### src/rtl/uart_pkg.sv
// Shared UART definitions: FSM encodings, default bit rate and oversample factor.
// Used by the transmitter and by receive-side monitors.
package uart_pkg;

   typedef enum logic [1:0] {
      ST_IDLE  = 2'd0,
      ST_START = 2'd1,
      ST_DATA  = 2'd2,
      ST_STOP  = 2'd3
   } uart_state_e;

   localparam int unsigned BAUD_DEFAULT = 19200;
   localparam int unsigned OVERSAMPLE   = 16;

   // Divider reload value: one oversample tick is calc_div()+1 clk cycles.
   function automatic int unsigned calc_div(input int unsigned fcpu, input int unsigned baud);
      return fcpu / (baud * OVERSAMPLE) - 1;
   endfunction

endpackage

### src/rtl/uart_tx_fifo.sv
// Byte FIFO in front of the UART transmitter; power-of-two depth so the
// pointers wrap naturally. Pushes while full and pops while empty are dropped.
module uart_tx_fifo #(
   parameter int unsigned DEPTH = 4
) (
   input  logic                     clk,
   input  logic                     rst_b,
   input  logic                     push_i,
   input  logic [7:0]               data_i,
   input  logic                     pop_i,
   output logic [7:0]               data_o,
   output logic                     full_o,
   output logic                     empty_o,
   output logic [$clog2(DEPTH):0]   cnt_o
);

   localparam int AW = $clog2(DEPTH);
   localparam int CW = AW + 1;

   logic [7:0]    mem_q [DEPTH];
   logic [AW-1:0] wr_q, wr_d;
   logic [AW-1:0] rd_q, rd_d;
   logic [CW-1:0] cnt_q, cnt_d;
   logic          do_push, do_pop;

   assign full_o  = (cnt_q == CW'(DEPTH));
   assign empty_o = (cnt_q == '0);
   assign cnt_o   = cnt_q;
   assign data_o  = mem_q[rd_q];

   always_comb begin
      do_push = push_i & ~full_o;
      do_pop  = pop_i & ~empty_o;
      wr_d    = do_push ? wr_q + AW'(1) : wr_q;
      rd_d    = do_pop  ? rd_q + AW'(1) : rd_q;
      cnt_d   = cnt_q;
      case ({do_push, do_pop})
         2'b10:   cnt_d = cnt_q + CW'(1);
         2'b01:   cnt_d = cnt_q - CW'(1);
         default: cnt_d = cnt_q;
      endcase
   end

   always_ff @(posedge clk or negedge rst_b) begin
      if (!rst_b) begin
         wr_q  <= '0;
         rd_q  <= '0;
         cnt_q <= '0;
      end else begin
         wr_q  <= wr_d;
         rd_q  <= rd_d;
         cnt_q <= cnt_d;
      end
   end

   // Storage needs no reset: occupancy alone decides what is valid.
   always_ff @(posedge clk) begin
      if (do_push) mem_q[wr_q] <= data_i;
   end

endmodule

### src/rtl/uart_tx.sv
// 8N1 UART transmitter with a small input FIFO, 16x oversample tick divider
// and a four-state framing FSM. txd is registered and idles high.
module uart_tx
   import uart_pkg::*;
#(
   parameter int unsigned FCPU       = 50000000,
   parameter int unsigned BAUD       = BAUD_DEFAULT,
   parameter int unsigned FIFO_DEPTH = 4
) (
   input  logic                          clk,
   input  logic                          rst_b,
   input  logic                          tx_vld,
   input  logic [7:0]                    tx_data,
   output logic                          tx_rdy,
   output logic                          txd,
   output logic                          busy,
   output logic [$clog2(FIFO_DEPTH):0]   fifo_cnt
);

   localparam int unsigned        DIV       = calc_div(FCPU, BAUD);
   localparam int                 DIV_W     = (DIV < 1) ? 1 : $clog2(DIV + 1);
   localparam logic [DIV_W-1:0]   DIV_LD    = DIV_W'(DIV);
   localparam int                 TICK_W    = $clog2(OVERSAMPLE);
   localparam logic [TICK_W-1:0]  TICK_LAST = TICK_W'(OVERSAMPLE - 1);

   uart_state_e        state_q, state_d;
   logic [DIV_W-1:0]   div_q, div_d;
   logic [TICK_W-1:0]  tick_q, tick_d;
   logic [2:0]         bit_q, bit_d;
   logic [7:0]         shift_q, shift_d;
   logic               txd_q, txd_d;

   logic               tick, bit_end, pop;
   logic [7:0]         fifo_data;
   logic               fifo_full, fifo_empty;

   uart_tx_fifo #(
      .DEPTH (FIFO_DEPTH)
   ) u_fifo (
      .clk     (clk),
      .rst_b   (rst_b),
      .push_i  (tx_vld),
      .data_i  (tx_data),
      .pop_i   (pop),
      .data_o  (fifo_data),
      .full_o  (fifo_full),
      .empty_o (fifo_empty),
      .cnt_o   (fifo_cnt)
   );

   assign tx_rdy  = ~fifo_full;
   assign txd     = txd_q;
   assign busy    = (state_q != ST_IDLE) || !fifo_empty;
   assign tick    = (div_q == '0);
   assign bit_end = tick && (tick_q == TICK_LAST);

   always_comb begin
      state_d = state_q;
      div_d   = div_q;
      tick_d  = tick_q;
      bit_d   = bit_q;
      shift_d = shift_q;
      pop     = 1'b0;

      // Divider parks at DIV while idle so each frame starts phase-aligned.
      if (state_q == ST_IDLE || tick) div_d = DIV_LD;
      else                            div_d = div_q - DIV_W'(1);
      if (tick) tick_d = tick_q + TICK_W'(1);

      case (state_q)
         ST_IDLE: begin
            if (!fifo_empty) begin
               pop     = 1'b1;
               state_d = ST_START;
            end
         end
         ST_START: begin
            if (bit_end) state_d = ST_DATA;
         end
         ST_DATA: begin
            if (bit_end) begin
               shift_d = {1'b0, shift_q[7:1]};
               bit_d   = bit_q + 3'd1;
               if (bit_q == 3'd7) state_d = ST_STOP;
            end
         end
         ST_STOP: begin
            // Chain straight into the next start bit when more data waits.
            if (bit_end) begin
               if (!fifo_empty) begin
                  pop     = 1'b1;
                  state_d = ST_START;
               end else begin
                  state_d = ST_IDLE;
               end
            end
         end
         default: state_d = ST_IDLE;
      endcase

      if (pop) begin
         shift_d = fifo_data;
         tick_d  = '0;
         bit_d   = '0;
         div_d   = DIV_LD;
      end
   end

   // Line level follows the registered state, so it lags the FSM by one cycle.
   always_comb begin
      txd_d = 1'b1;
      case (state_q)
         ST_START: txd_d = 1'b0;
         ST_DATA:  txd_d = shift_q[0];
         default:  txd_d = 1'b1;
      endcase
   end

   always_ff @(posedge clk or negedge rst_b) begin
      if (!rst_b) begin
         state_q <= ST_IDLE;
         div_q   <= DIV_LD;
         tick_q  <= '0;
         bit_q   <= '0;
         shift_q <= '0;
         txd_q   <= 1'b1;
      end else begin
         state_q <= state_d;
         div_q   <= div_d;
         tick_q  <= tick_d;
         bit_q   <= bit_d;
         shift_q <= shift_d;
         txd_q   <= txd_d;
      end
   end

endmodule

### config.mk
export PLATFORM = sky130hd
export DESIGN_NAME = uart_tx
export DESIGN_NICKNAME = d
export VERILOG_FILES = /design/src/rtl/uart_pkg.sv /design/src/rtl/uart_tx_fifo.sv /design/src/rtl/uart_tx.sv
export SDC_FILE = /design/constraint.sdc
export NUM_CORES = 1
export LEC_CHECK = 0
export ABC_AREA = 1
export BUFFER_PORTS_ARGS = -buffer_cell sky130_fd_sc_hd__clkbuf_2
export CORE_MARGIN = 2
export CORE_UTILIZATION = 45
export CTS_CLUSTER_SIZE = 10
export DETAILED_ROUTE_END_ITERATION = 6
export GPL_ROUTABILITY_DRIVEN = 0
export PLACE_DENSITY_LB_ADDON = 0.12
export SLEW_MARGIN = 20
export SYNTH_ARGS = -nofsm -noshare
export SYNTH_HDL_FRONTEND = slang
export SYNTH_HIERARCHICAL = 1
export SYNTH_SLANG_ARGS = --single-unit
export TNS_END_PERCENT = 50
### constraint.sdc
create_clock -name clk -period 3 [get_ports clk]
set_clock_uncertainty 0.2 [all_clocks]
set_input_delay 0.15 -clock clk [delete_from_list [all_inputs] [get_ports clk]]
set_output_delay 0.15 -clock clk [all_outputs]
set_load 0.005 [all_outputs]
# After elaboration in Yosys (flattened, before gate mapping)
# Memory sizes are Yosys's and may differ from the RTL's.
# Index checks and enable logic that the tools add are counted.
[word_totals]
regBits = 33
ramBits = 32
input_bits = 11
out_inout_bits = 6
elab_cells = 72
n_memories = 1
[memory_table]
columns = ["memory", "words", "width", "rd", "rd_clocked_by_memory_dff", "write_ports", "line", "text"]
rows = [
  ["u_fifo.mem_q", 4, 8, 1, 0, 1, "uart_tx_fifo.sv:20", "logic [7:0] mem_q [DEPTH];"],
]
[classes]
n_addsub = 7
n_eq_ne = 13
mux = 24
n_bitwise = 4
reduce_logical = 14
[ops]
columns = ["operator", "count"]
rows = [
  ["8-bit two-way mux", 5],
  ["2-bit two-way mux", 5],
  ["2-bit inequality test (second input constant)", 5],
  ["2-bit nonzero test", 5],
  ["3-bit two-way mux", 3],
  ["8-bit zero test", 1],
  ["4-bit two-way mux", 2],
  ["2-bit one-hot mux with 4 select lines", 1],
  ["8-bit by 1-bit subtractor with 8-bit output (second input constant)", 1],
  ["3-bit by 1-bit adder with 3-bit output (second input constant)", 2],
  ["2-bit equality test (second input constant)", 3],
  ["3-bit equality test (second input constant)", 2],
  ["3-bit one-hot mux with 2 select lines", 1],
  ["1-bit two-way mux", 5],
  ["5-bit AND reduction", 1],
  ["2-bit by 1-bit adder with 2-bit output (second input constant)", 2],
  ["4-bit by 1-bit adder with 4-bit output (second input constant)", 1],
  ["2-bit by 1-bit equality test with 1-bit output (second input constant)", 2],
  ["4-bit equality test (second input constant)", 1],
  ["1-bit one-hot mux with 2 select lines", 2],
  ["3-bit zero test", 1],
  ["3-bit by 1-bit subtractor with 3-bit output (second input constant)", 1],
  ["1-bit bitwise AND", 2],
  ["2-bit zero test", 1],
  ["other kinds (5)", 7],
]

# Logic depth before layout (Yosys ltp)
# Gate-level depths: netlist of the first run.
[logic_depth]
ltp_word = 7
mapped_depth = 16
mapped_depth_nobuf = 16

# Cells and area by module
# Netlist of the first run, hierarchy kept.
[by_module_without_submodules]
columns = ["module", "instances", "cells_per_inst", "area_per_inst_um2", "seq_area_each_um2"]
rows = [
  ["uart_tx_fifo", 1, 154, 1751.7, 1136.1],
  ["uart_tx", 1, 187, 1600.3, 655.6],
]

# Worst setup path after synthesis of the first run
# No wires, ideal clock.
[synth_path]
kind = "register -> register"
start = "register u_fifo.cnt_q[0], in the netlist u_fifo/cnt_o[0]"
end = "register u_fifo.cnt_q[2], in the netlist u_fifo/cnt_o[2]"
setup_ns = 0.117
arrival_ns = 2.143
required_ns = 2.683
setup_slack_ns = 0.541
stages_incl_launch_ff = 16
n_path_buf = 0
synth_period_minus_slack_ns = 2.459
cell_sequence = "dfrtp_1 > inv_1 > nand3_2 > inv_1 > nor2_1 > nand3_4 > a21oi_4 > nand2_1 > inv_1 > ha_1 > inv_1 > fa_1 > nand2_1 > nand3_1 > nand2_1 > nand2_1"
[synth_via]
elab_chain_cells = 7
elab_cells_between_ends = 15
classes_between = "add/sub (2); eq/ne (3); mux (4); bitwise (4); reduce/logical (2)"
[synth_rtl]
columns = ["element", "line", "text"]
rows = [
  ["from (decl)", "uart_tx_fifo.sv:23", "logic [CW-1:0] cnt_q, cnt_d;"],
  ["from (signal assigned)", "uart_tx_fifo.sv:52", "cnt_q <= cnt_d;"],
  ["3-bit zero test *", "uart_tx_fifo.sv:27", "assign empty_o = (cnt_q == '0);"],
  ["via fifo_empty", "uart_tx.sv:35", "logic fifo_full, fifo_empty;"],
  ["1-bit two-way mux *", "uart_tx.sv:72, uart_tx.sv:90", ""],
  ["1-bit two-way mux", "uart_tx.sv:89", "if (bit_end) begin"],
  ["1-bit one-hot mux with 2 select lines *", "uart_tx.sv:70", "case (state_q)"],
  ["via pop", "uart_tx.sv:33", "logic tick, bit_end, pop;"],
  ["1-bit bitwise AND *", "uart_tx_fifo.sv:33", "do_pop = pop_i & ~empty_o;"],
  ["via u_fifo.do_pop", "uart_tx_fifo.sv:24", "logic do_push, do_pop;"],
  ["2-bit by 1-bit equality test with 1-bit output / 2-bit equality test (equally long branches)", "uart_tx_fifo.sv:37", "case ({do_push, do_pop})"],
  ["3-bit one-hot mux with 2 select lines / 2-bit nonzero test (equally long branches)", "-", ""],
]
# The timed path passes the listed nets; every way through them passes the cells marked *.
# A chain may end at the register's enable or synchronous reset.

# Worst setup path in the final report of the first run
# Ends and elaborated chain as after synthesis.

==> reports/results.ini, run 1 <==
[logic_synthesis]
synth_edf_count = 32
synth_area_per_cell_um2 = 9.83
yosysMostFrequentCell = nand2_1
synth_top_flop_cell = edfxtp_1
synth.net_count = 368
syn_inst = 341
yosysTopAreaCell = edfxtp_1
async_flop_share = 0.508
ys_ff_latch = 65
ys_seq_area_frac = 0.535
synth.top_cell.area_share = 0.287
ys_types = 36
synth_warnings = 6
synth_commonest_cells = nand2_1, inv_1, edfxtp_1
synthTopCellsByArea = edfxtp_1, dfrtp_1, nand2_1
netlist_area_um2 = 3350

[power]
switching_share = 0.411
ir_worst_vdd_mv = 0.542
p_int_uw = 2030
p_switching_uw = 1420
combPwrFrac = 0.407
leakage_uw = 0.00182
power_density_nw_per_um2 = 916
pwr-share-seq = 0.402
clkPwrFrac = 0.192

[clocking]
cts.clk_slew.worst_paths_ns = 0.08
cts.htree.levels = 3
cts_root_buf = clkbuf_8
postCtsSetupRepairBufs = 0
numCtsBuffers = 9
insertion_delay_ns = 0.34
cts_tree = built
cts_resized = 0
clock_sinks = 65
clockBufferDepth = 2

[routing]
drt_iter0_drc = 84
drc = 0
antenna_left = 0
vias = 2203
wl_um = 5430
dr.pass1.iters = 4
wl_per_cell_um = 11.4
via_per_inst = 4.62

[timing]
period_minus_slack_ns = 2.55
worst_pin_slew_ns = 0.848
final.setup.tns_ns = 0
setup_viol_count_final = 0
relSlewSlack = 0.435
fmax_mhz = 393
hold_viol = 0
fin_crit_sh = 0.849
finalMaxSlewViolations = 0
rsz0062_at_grt = no

[setup_path]
path_class = reg -> reg
endpoint_kind = flip-flop
worstPathRequired_ns = 3.04
worst_ep_arrival_time_ns = 2.59
worst_setup_path_start_kind = flip-flop
crit_fanout = 5

[placement]
dp_hpwl_um = 3780
portBuffers = 16

[outcome]
status = finished clean

[global_routing]
grt_pass1_vias = 2132
grt.total_usage = 0.150
grt_max_degree = 34
grt_pass1_wl_um = 9580
antenna_found_initial = 0
grt-ovfl-total = 0

[final_layout]
final_net_count = 400
utilization = 0.522
syn_to_final_growth_pct = 12.4
final_layout_size_suffix_gt1_frac = 0.172
antenna_cells = 0

[die]
die_h_um = 90.3
ios = 17
rows = 31
start_util = 0.465
core_area_um2 = 7210
dieArea_um2 = 8150
dieWidth_um = 90.3

[run]
maxCapViolations = 0

[min_path]
hp-class = in -> async

## worst paths after layout
check	from	slack [ns]	endpoint	depth (start not counted)
worst max-delay path	u_fifo/cnt_o[0]	0.45	u_fifo/cnt_o[2]	15
worst min-delay path	rst_b	0.24	u_fifo/cnt_o[0]	2
worst max register to register	u_fifo/cnt_o[0]	0.45	u_fifo/cnt_o[2]	15
worst min register to register	div_q[0]	0.27	div_q[0]	1
max in group asynchronous	rst_b	1.82	shift_q[4]	2
min in group clk	div_q[0]	0.27	div_q[0]	1
## layout make-up
type | instances | area [um^2]
clock buffers | 9 | 124
clock inverters | 7 | 53.8
fillers | 670 | 3450
inverters | 60 | 225
multi-input cells | 210 | 1260
flip-flops and latches | 65 | 1790
well taps | 99 | 124
repair buffers | 27 | 188
## worst max-delay path, stage by stage, from the launching register on
cell	delay, ns
dfrtp_1	0.39
inv_1	0.11
nand3_2	0.12
inv_1	0.08
nor2_1	0.23
nand3_4	0.15
a21oi_4	0.15
nand2_1	0.08
inv_1	0.06
ha_1	0.15
inv_1	0.07
fa_1	0.39
nand2_1	0.10
nand3_1	0.07
nand2_1	0.06
nand2_1	0.05
## timing repair
action / 4_1_cts / 5_1_grt
setup endpoints to repair: 0 / 0
hold buffers: 10 / 0
hold endpoints to repair: 63 / 0
## layer usage
metal  routed length, um  GRT usage  vias to the layer above  part of all wire
met3                 183     0.0559                        6             0.034
met5                   0          0                        -                 0
met2                2550      0.246                       26              0.47
li1                    -          -                     1158                 -
met1                2630      0.187                     1013              0.48
met4                  65     0.0423                        0             0.012
## cell usage in the layout, fill, tap and decap left out, types with 2 or more instances in the layout
master / Yosys / routed
xnor2_1: 3 / 3
nand2_2: 2 / 2
dfstp_2: 4 / 4
nand3_2: 10 / 10
nor2_1: 17 / 17
clkinvlp_4: 0 / 2
ha_1: 15 / 15
clkbuf_2: 0 / 16
dlygate4sd3_1: 0 / 10
edfxtp_1: 32 / 32
nand3b_1: 2 / 2
o211ai_1: 16 / 16
dfrtp_1: 29 / 29
nor3_1: 2 / 2
inv_2: 3 / 3
nand2_1: 97 / 97
xor2_1: 2 / 2
or2_2: 3 / 3
inv_1: 55 / 55
clkinv_1: 2 / 3
o21ai_0: 6 / 6
nand2_8: 2 / 2
clkbuf_8: 1 / 9
nor2_4: 2 / 2
a21oi_1: 4 / 4
inv_6: 0 / 3
nand3_1: 16 / 16
nand2_4: 2 / 2
## logic make-up after synthesis
group           count (synthesis)  share of synthesized area
simple gates                  160                      0.241
compound gates                 29                     0.0601
xor+xnor                        5                     0.0131
fa+ha+maj                      16                     0.0620
buf+inv                        66                     0.0896
flops                          65                      0.535
## metrics by stage
stage / worst slack [ns] / cell area, um^2 / std cells / hold WS, ns / total power [uW]
after floorplan: 0.541 / 3350 / 341 / -0.346 / 2560
after global routing: 0.207 / 3770 / 477 / 0.298 / 3800
final: 0.454 / 3770 / 477 / 0.244 / 3450
after CTS: 0.426 / 3770 / 477 / 0.267 / 3510
after global placement: 0.531 / 3490 / 451 / 0.0974 / 2800
after detailed placement: 0.442 / 3490 / 451 / 0.103 / 2820
## registers in the layout, summed over array words and instances, names as in the netlist
name,count
state_q,2
bit_q,3
u_fifo/mem_q,32
u_fifo/rd_q,2
div_q,8
shift_q,8
u_fifo/cnt_o,3
tick_q,4
txd,1
u_fifo/wr_q,2
## power groups by stage
| stage | Combinational, uW | Sequential, uW | Clock (uW) |
|---|---|---|---|
| final | 1400 | 1390 | 661 |
| after floorplan | 1200 | 1360 | 0 |
| after CTS | 1430 | 1390 | 685 |
| after global placement | 1400 | 1400 | 0 |
| after detailed placement | 1420 | 1410 | 0 |
| after global routing | 1650 | 1420 | 727 |
(Power assumes the default switching activity.)
==> run 2, diff against run 1 <==
Clock period 3 ns to 2.47 ns, I/O delays scaled along.
==> reports/results.ini, run 2 (synthesis gave the netlist of run 1 again) <==
[outcome]
status = finished clean  ; unchanged

[placement]
dp_cells = 461  ; was 451
dp_slack_ns = -0.0429  ; was 0.442 ns
portBuffers = 16  ; unchanged
dp_hpwl_um = 3930  ; was 3780 um

[final_layout]
antenna_cells = 0  ; unchanged
syn_to_final_growth_pct = 17.2  ; was 12.4%
final_common_cell = nand2_1  ; unchanged
final_layout_size_suffix_gt1_frac = 0.244  ; was 0.172
largest-register = u_fifo/mem_q  ; unchanged
final_cell_mix = nand2_1, inv_1, edfxtp_1  ; unchanged
n_fill_cell = 681  ; was 670
largest_reg_flops = 32  ; unchanged
reg.largest.list = u_fifo/mem_q: 32 flops, div_q: 8 flops, shift_q: 8 flops  ; unchanged
instances_no_fill = 492  ; was 477
utilization = 0.545  ; was 0.522
final_net_count = 415  ; was 400

[min_path]
hp-class = in -> async  ; unchanged

[global_routing]
antenna_found_initial = 0  ; unchanged
grt_pass1_vias = 2228  ; was 2132
grt_pass1_wl_um = 10200  ; was 9580 um
grt_max_degree = 34  ; unchanged
grt-ovfl-total = 0  ; unchanged
grt.total_usage = 0.159  ; was 0.150

[clocking]
insertion_delay_ns = 0.35  ; was 0.34 ns
cts_root_buf = clkbuf_8  ; unchanged
cts.htree.levels = 3  ; unchanged
cts.clk_slew.worst_paths_ns = 0.08  ; about the same
cts_tree = built  ; unchanged
clockBufferDepth = 2  ; unchanged
numCtsBuffers = 9  ; unchanged
clock_sinks = 65  ; unchanged

[setup_path]
worstPathRequired_ns = 2.51  ; was 3.04 ns
worst_setup_path_start_kind = flip-flop  ; unchanged
worst_ep_arrival_time_ns = 2.49  ; was 2.59 ns
crit_fanout = 3  ; was 5
path_class = reg -> reg  ; unchanged
endpoint_kind = flip-flop  ; unchanged

[die]
ios = 17  ; unchanged
die_h_um = 90.3  ; unchanged
dieWidth_um = 90.3  ; unchanged
dieArea_um2 = 8150  ; unchanged
start_util = 0.465  ; unchanged
core_area_um2 = 7210  ; unchanged
rows = 31  ; unchanged

[power]
ir_worst_vdd_mv = 0.482  ; was 0.542 mV
leakage_uw = 0.00189  ; was 0.00182 uW
power_density_nw_per_um2 = 1130  ; was 916 nW/um^2
switching_share = 0.412  ; was 0.411
p_switching_uw = 1830  ; was 1420 uW
clkPwrFrac = 0.185  ; was 0.192
p_int_uw = 2610  ; was 2030 uW
combPwrFrac = 0.436  ; was 0.407
pwr-share-seq = 0.379  ; was 0.402

[routing]
via_per_inst = 4.53  ; was 4.62
drc = 0  ; unchanged
vias = 2230  ; was 2203
dr.pass1.iters = 4  ; unchanged
wl_um = 5880  ; was 5430 um
drt_iter0_drc = 101  ; was 84
wl_per_cell_um = 12.0  ; was 11.4 um
antenna_left = 0  ; unchanged

[timing]
relSlewSlack = 0.412  ; was 0.435
fmax_mhz = 409  ; was 393 MHz
hold_viol = 0  ; unchanged
final.setup.tns_ns = 0  ; unchanged
worst_pin_slew_ns = 0.882  ; was 0.848 ns
worst_slack_ns = 0.0276  ; was 0.454 ns
finalMaxSlewViolations = 0  ; unchanged
fin_crit_sh = 0.989  ; was 0.849
period_minus_slack_ns = 2.44  ; was 2.55 ns
setup_viol_count_final = 0  ; unchanged

[run]
maxCapViolations = 0  ; unchanged

[run 2: cell count changes in the layout (fill, tap and decap cells not counted), moves of 2 or more]
cell     previous run  this run
nand2_2             2         4
nand2_1            97        94
buf_4               1        16
ha_2                0         2
inv_2               3         9
inv_1              55        49
ha_1               15        12
[run 2: what timing repair did]
action,in CTS,in global routing
setup endpoints to repair,1,2
gates resized for setup,1,19
hold buffers,10,0
setup buffers,0,5
pin swaps,0,8
cloned,0,0
hold endpoints to repair,63,0
[run 2: metrics by stage]
| step | hold WS (ns) | power (uW) | instance area [um^2] |
|---|---|---|---|
| final | 0.224 | 4440 | 3930 |
| after global routing | 0.300 | 4850 | 3930 |
| after CTS | 0.244 | 4380 | 3840 |
| after detailed placement | 0.0850 | 3530 | 3560 |
| after global placement | 0.0875 | 3480 | 3560 |
| after floorplan | -0.372 | 3110 | 3350 |
[run 2: area by class of cell]
cell class | count | area [um^2] | share of cell area
Clock inverter | 7 | 55.1 | 0.0140
Timing Repair Buffer | 42 | 300 | 0.0764
Sequential cell | 65 | 1790 | 0.456
Inverter | 60 | 225 | 0.0573
Tap cell | 99 | 124 | 0.0315
Multi-Input combinational cell | 210 | 1310 | 0.333
Clock buffer | 9 | 124 | 0.0315
[run 2: power by group through the flow]
stage / Combinational (uW) / Sequential [uW] / Clock, uW
3_3_place_gp: 1790 / 1690 / 0
2_1_floorplan: 1460 / 1650 / 0
6_report: 1940 / 1680 / 822
4_1_cts: 1850 / 1680 / 848
5_1_grt: 2230 / 1730 / 897
3_5_place_dp: 1830 / 1700 / 0
[run 2: final timing paths]
path | depth (start not counted) | from | endpoint | slack, ns
hold reg to reg | 1 | div_q[0] | div_q[0] | 0.28
setup reg to reg | 14 | div_q[6] | u_fifo/cnt_o[2] | 0.03
min in group clk | 1 | div_q[0] | div_q[0] | 0.28
hold / removal | 2 | rst_b | div_q[3] | 0.22
max in group asynchronous | 2 | rst_b | state_q[0] | 1.24
setup / recovery | 14 | div_q[6] | u_fifo/cnt_o[2] | 0.03
[run 2: per-layer routing]
layer  track usage  vias to the layer above  wire (um)
met2         0.245                       26       2670
met5             0                        -          0
met4        0.0859                        0        147
met1         0.210                     1003       2890
met3        0.0326                       12        176
li1              -                     1189          -
[run 2: worst max-delay path: stages, from the launching register on]
cell	delay, ns
dfrtp_1	0.41
nor2_1	0.20
nand2_4	0.10
nor2_8	0.13
nand3_4	0.12
a21oi_4	0.18
nand2_2	0.08
inv_2	0.05
ha_2	0.17
inv_2	0.06
fa_2	0.39
nand2_2	0.09
nand3_1	0.07
nand2_1	0.06
nand2_1	0.05
==> run 3, diff against run 2 <==
Settings changed: ABC_AREA 1 to 0.
==> reports/results.ini, run 3 <==
[outcome]
status = finished with violations  ; was finished clean
violations = setup timing

[setup_path]
path_buf_inv = 2  ; unchanged
worstReg2RegEnd = u_fifo/cnt_o[2]  ; unchanged
path_class = reg -> reg  ; unchanged
crit_fanout = 2  ; was 3
cp_common_cell = xor2_1
worst_ep_arrival_time_ns = 2.68  ; was 2.49 ns
cp-endpoint = u_fifo/cnt_o[2]  ; unchanged
rr_startpoint = div_q[1]  ; was div_q[6]
r2r_slack_ns = -0.16  ; was 0.03 ns
worst-path-stages = 12  ; was 14
crit_family = adder cells  ; was simple AND/OR/NAND/NOR gates
worst_setup_path_start_kind = flip-flop  ; unchanged
endpoint_kind = flip-flop  ; unchanged
max_stage_delay_ns = 0.39  ; was 0.41 ns
crit_chain = inv_2 > ha_1 > nor3b_4 > a41oi_2 > nor3_2 > o31a_4 > ha_4 > inv_1 > fa_2 > xor2_1 > nor2_1 > xor2_1  ; was nor2_1 > nand2_4 > nor2_8 > nand3_4 > a21oi_4 > nand2_2 > inv_2 > ha_2 > inv_2 > fa_2 > nand2_2 > nand3_1 > nand2_1 > nand2_1
cp-startpoint = div_q[1]  ; was div_q[6]
r2r_cells = 12  ; was 14
crit_path_top_delay_cell = dfrtp_1  ; unchanged
worstPathRequired_ns = 2.52  ; was 2.51 ns

[logic_synthesis]
yosysTopAreaCell = edfxtp_1  ; unchanged
synth_top_flop_cell = edfxtp_1  ; unchanged
synth_warnings = 6  ; unchanged
synth.top_cell.area_share = 0.325  ; was 0.287
ys_seq_area_frac = 0.607  ; was 0.535
yosysMostFrequentCell = edfxtp_1  ; was nand2_1
async_flop_share = 0.508  ; unchanged
netlist_area_um2 = 2950  ; was 3350 um^2
synthTopCellsByArea = edfxtp_1, dfrtp_1, ha_1  ; was edfxtp_1, dfrtp_1, nand2_1
synth.net_count = 236  ; was 368
ys_ff_latch = 65  ; unchanged
synth_area_per_cell_um2 = 14.1  ; was 9.83 um^2
synth_commonest_cells = edfxtp_1, dfrtp_1, nand2_1  ; was nand2_1, inv_1, edfxtp_1
synth_edf_count = 32  ; unchanged
ys_types = 43  ; was 36
syn_inst = 209  ; was 341

[global_routing]
busiest_layer = met2  ; unchanged
grt_pass1_wl_um = 9120  ; was 10200 um
grtUsageMet1 = 0.206  ; was 0.210
grt.total_usage = 0.166  ; was 0.159
grt_max_degree = 34  ; unchanged
grtUsageMet3 = 0.0350  ; was 0.0326
antenna_found_initial = 0  ; unchanged
gr-usage-met2 = 0.276  ; was 0.245
grt_pass1_vias = 1974  ; was 2228
grt-ovfl-total = 0  ; unchanged

[clocking]
insertion_delay_ns = 0.33  ; was 0.35 ns
cts.htree.levels = 3  ; unchanged
cts_tree = built  ; unchanged
cts_root_buf = clkbuf_8  ; unchanged
cts.clk_slew.worst_paths_ns = 0.07  ; was 0.08 ns
clock_sinks = 65  ; unchanged
numCtsBuffers = 9  ; unchanged
clockBufferDepth = 2  ; unchanged

[final_layout]
largest_reg_flops = 32  ; unchanged
final_area_um2 = 3600  ; was 3930 um^2
final_net_count = 292  ; was 415
final_common_cell = edfxtp_1  ; was nand2_1
syn_to_final_growth_pct = 21.9  ; was 17.2%
final_layout_size_suffix_gt1_frac = 0.322  ; was 0.244
reg.largest.list = u_fifo/mem_q: 32 flops, div_q: 8 flops, shift_q: 8 flops  ; unchanged
final_cell_mix = edfxtp_1, dfrtp_1, buf_4  ; was nand2_1, inv_1, edfxtp_1
instances_no_fill = 347  ; was 492
largest-register = u_fifo/mem_q  ; unchanged
antenna_cells = 0  ; unchanged

[die]
dieArea_um2 = 7230  ; was 8150 um^2
start_util = 0.465  ; about the same
dieWidth_um = 85.0  ; was 90.3 um
core_area_um2 = 6350  ; was 7210 um^2
ios = 17  ; unchanged
die_h_um = 85.0  ; was 90.3 um
rows = 29  ; was 31

[run]
maxCapViolations = 0  ; unchanged

[placement]
dp_cells = 313  ; was 461
dp_hpwl_um = 3630  ; was 3930 um
dpl_cell_area_um2 = 3250  ; was 3560 um^2
portBuffers = 16  ; unchanged

[timing]
fin_crit_sh = 1.06  ; was 0.989
fmax_mhz = 380  ; was 409 MHz
worst_pin_slew_ns = 0.844  ; was 0.882 ns
setup_viol_count_final = 2  ; was 0
worst_slack_ns = -0.160  ; was 0.0276 ns
period_minus_slack_ns = 2.63  ; was 2.44 ns
finalMaxSlewViolations = 0  ; unchanged
rsz0062_at_grt = yes
hold_viol = 0  ; unchanged
relSlewSlack = 0.438  ; was 0.412
final.setup.tns_ns = -0.190  ; was 0 ns

[routing]
wl_per_cell_um = 15.4  ; was 12.0 um
drt_iter0_drc = 50  ; was 101
antenna_left = 0  ; unchanged
drc = 0  ; unchanged
vias = 1752  ; was 2230
dr.pass1.iters = 4  ; unchanged
wl_um = 5350  ; was 5880 um
via_per_inst = 5.05  ; was 4.53

[power]
ir_worst_vdd_mv = 0.439  ; was 0.482 mV
power_density_nw_per_um2 = 730  ; was 1130 nW/um^2
leakage_uw = 0.00150  ; was 0.00189 uW

[min_path]
hp-class = in -> async  ; unchanged

-- run 3: report_power, final --
part | leakage [uW] | total [uW] | switching [uW] | internal (uW)
sequential | 0.000689 | 1380 | 78.7 | 1300
combinational | 0.000716 | 422 | 222 | 200
clock | 0.0000922 | 830 | 373 | 456
-- run 3: repair_timing --
item,CTS,global route
setup endpoints to repair,1,2
hold endpoints to repair,62,0
setup buffers,5,3
pin swaps,3,1
hold buffers,10,0
gates resized for setup,2,3
cloned,0,0
-- run 3: stage by stage --
step	hold slack, ns	setup WS (ns)	total power, uW	utilization
2_1_floorplan	-0.372	-0.214	1640	-
3_3_place_gp	0.0430	0.00866	1780	0.512
3_5_place_dp	0.0743	-0.0929	1810	0.512
4_1_cts	0.257	-0.0808	2660	0.562
5_1_grt	0.310	-0.258	2770	0.567
6_report	0.231	-0.160	2630	0.567
-- run 3: per-layer routing --
layer | vias to the layer above | wire [um]
li1 | 849 | -
met5 | - | 0
met4 | 0 | 113
met1 | 874 | 2440
met2 | 19 | 2680
met3 | 10 | 118
-- run 3: how the worst min path moves through the flow --
stage	start	end	slack (ns)	cells past startpoint
after detailed placement	rst_b	shift_q[4]	0.07	1
after global placement	rst_b	shift_q[3]	0.04	1
after CTS	rst_b	tick_q[1]	0.26	2
final	rst_b	shift_q[7]	0.23	2
after global routing	rst_b	div_q[3]	0.31	2
after floorplan	rst_b	bit_q[0]	-0.37	0
-- run 3: cell type report --
class	count	area [um^2]
fillers	522	2750
flip-flops and latches	65	1790
multi-input cells	124	1110
repair buffers	51	375
clock buffers	11	131
well taps	77	96.3
inverters	14	52.6
clock inverters	5	47.5
-- run 3: cells by family (layout without fill, tap and decap cells) --
group | count (synthesis) | after routing | synth area share
flops | 65 | 65 | 0.607
fa+ha+maj | 16 | 16 | 0.0703
simple gates | 52 | 52 | 0.0907
mux | 20 | 20 | 0.103
xor+xnor | 15 | 15 | 0.0445
buf+inv | 20 | 81 | 0.0356
compound gates | 21 | 21 | 0.0487
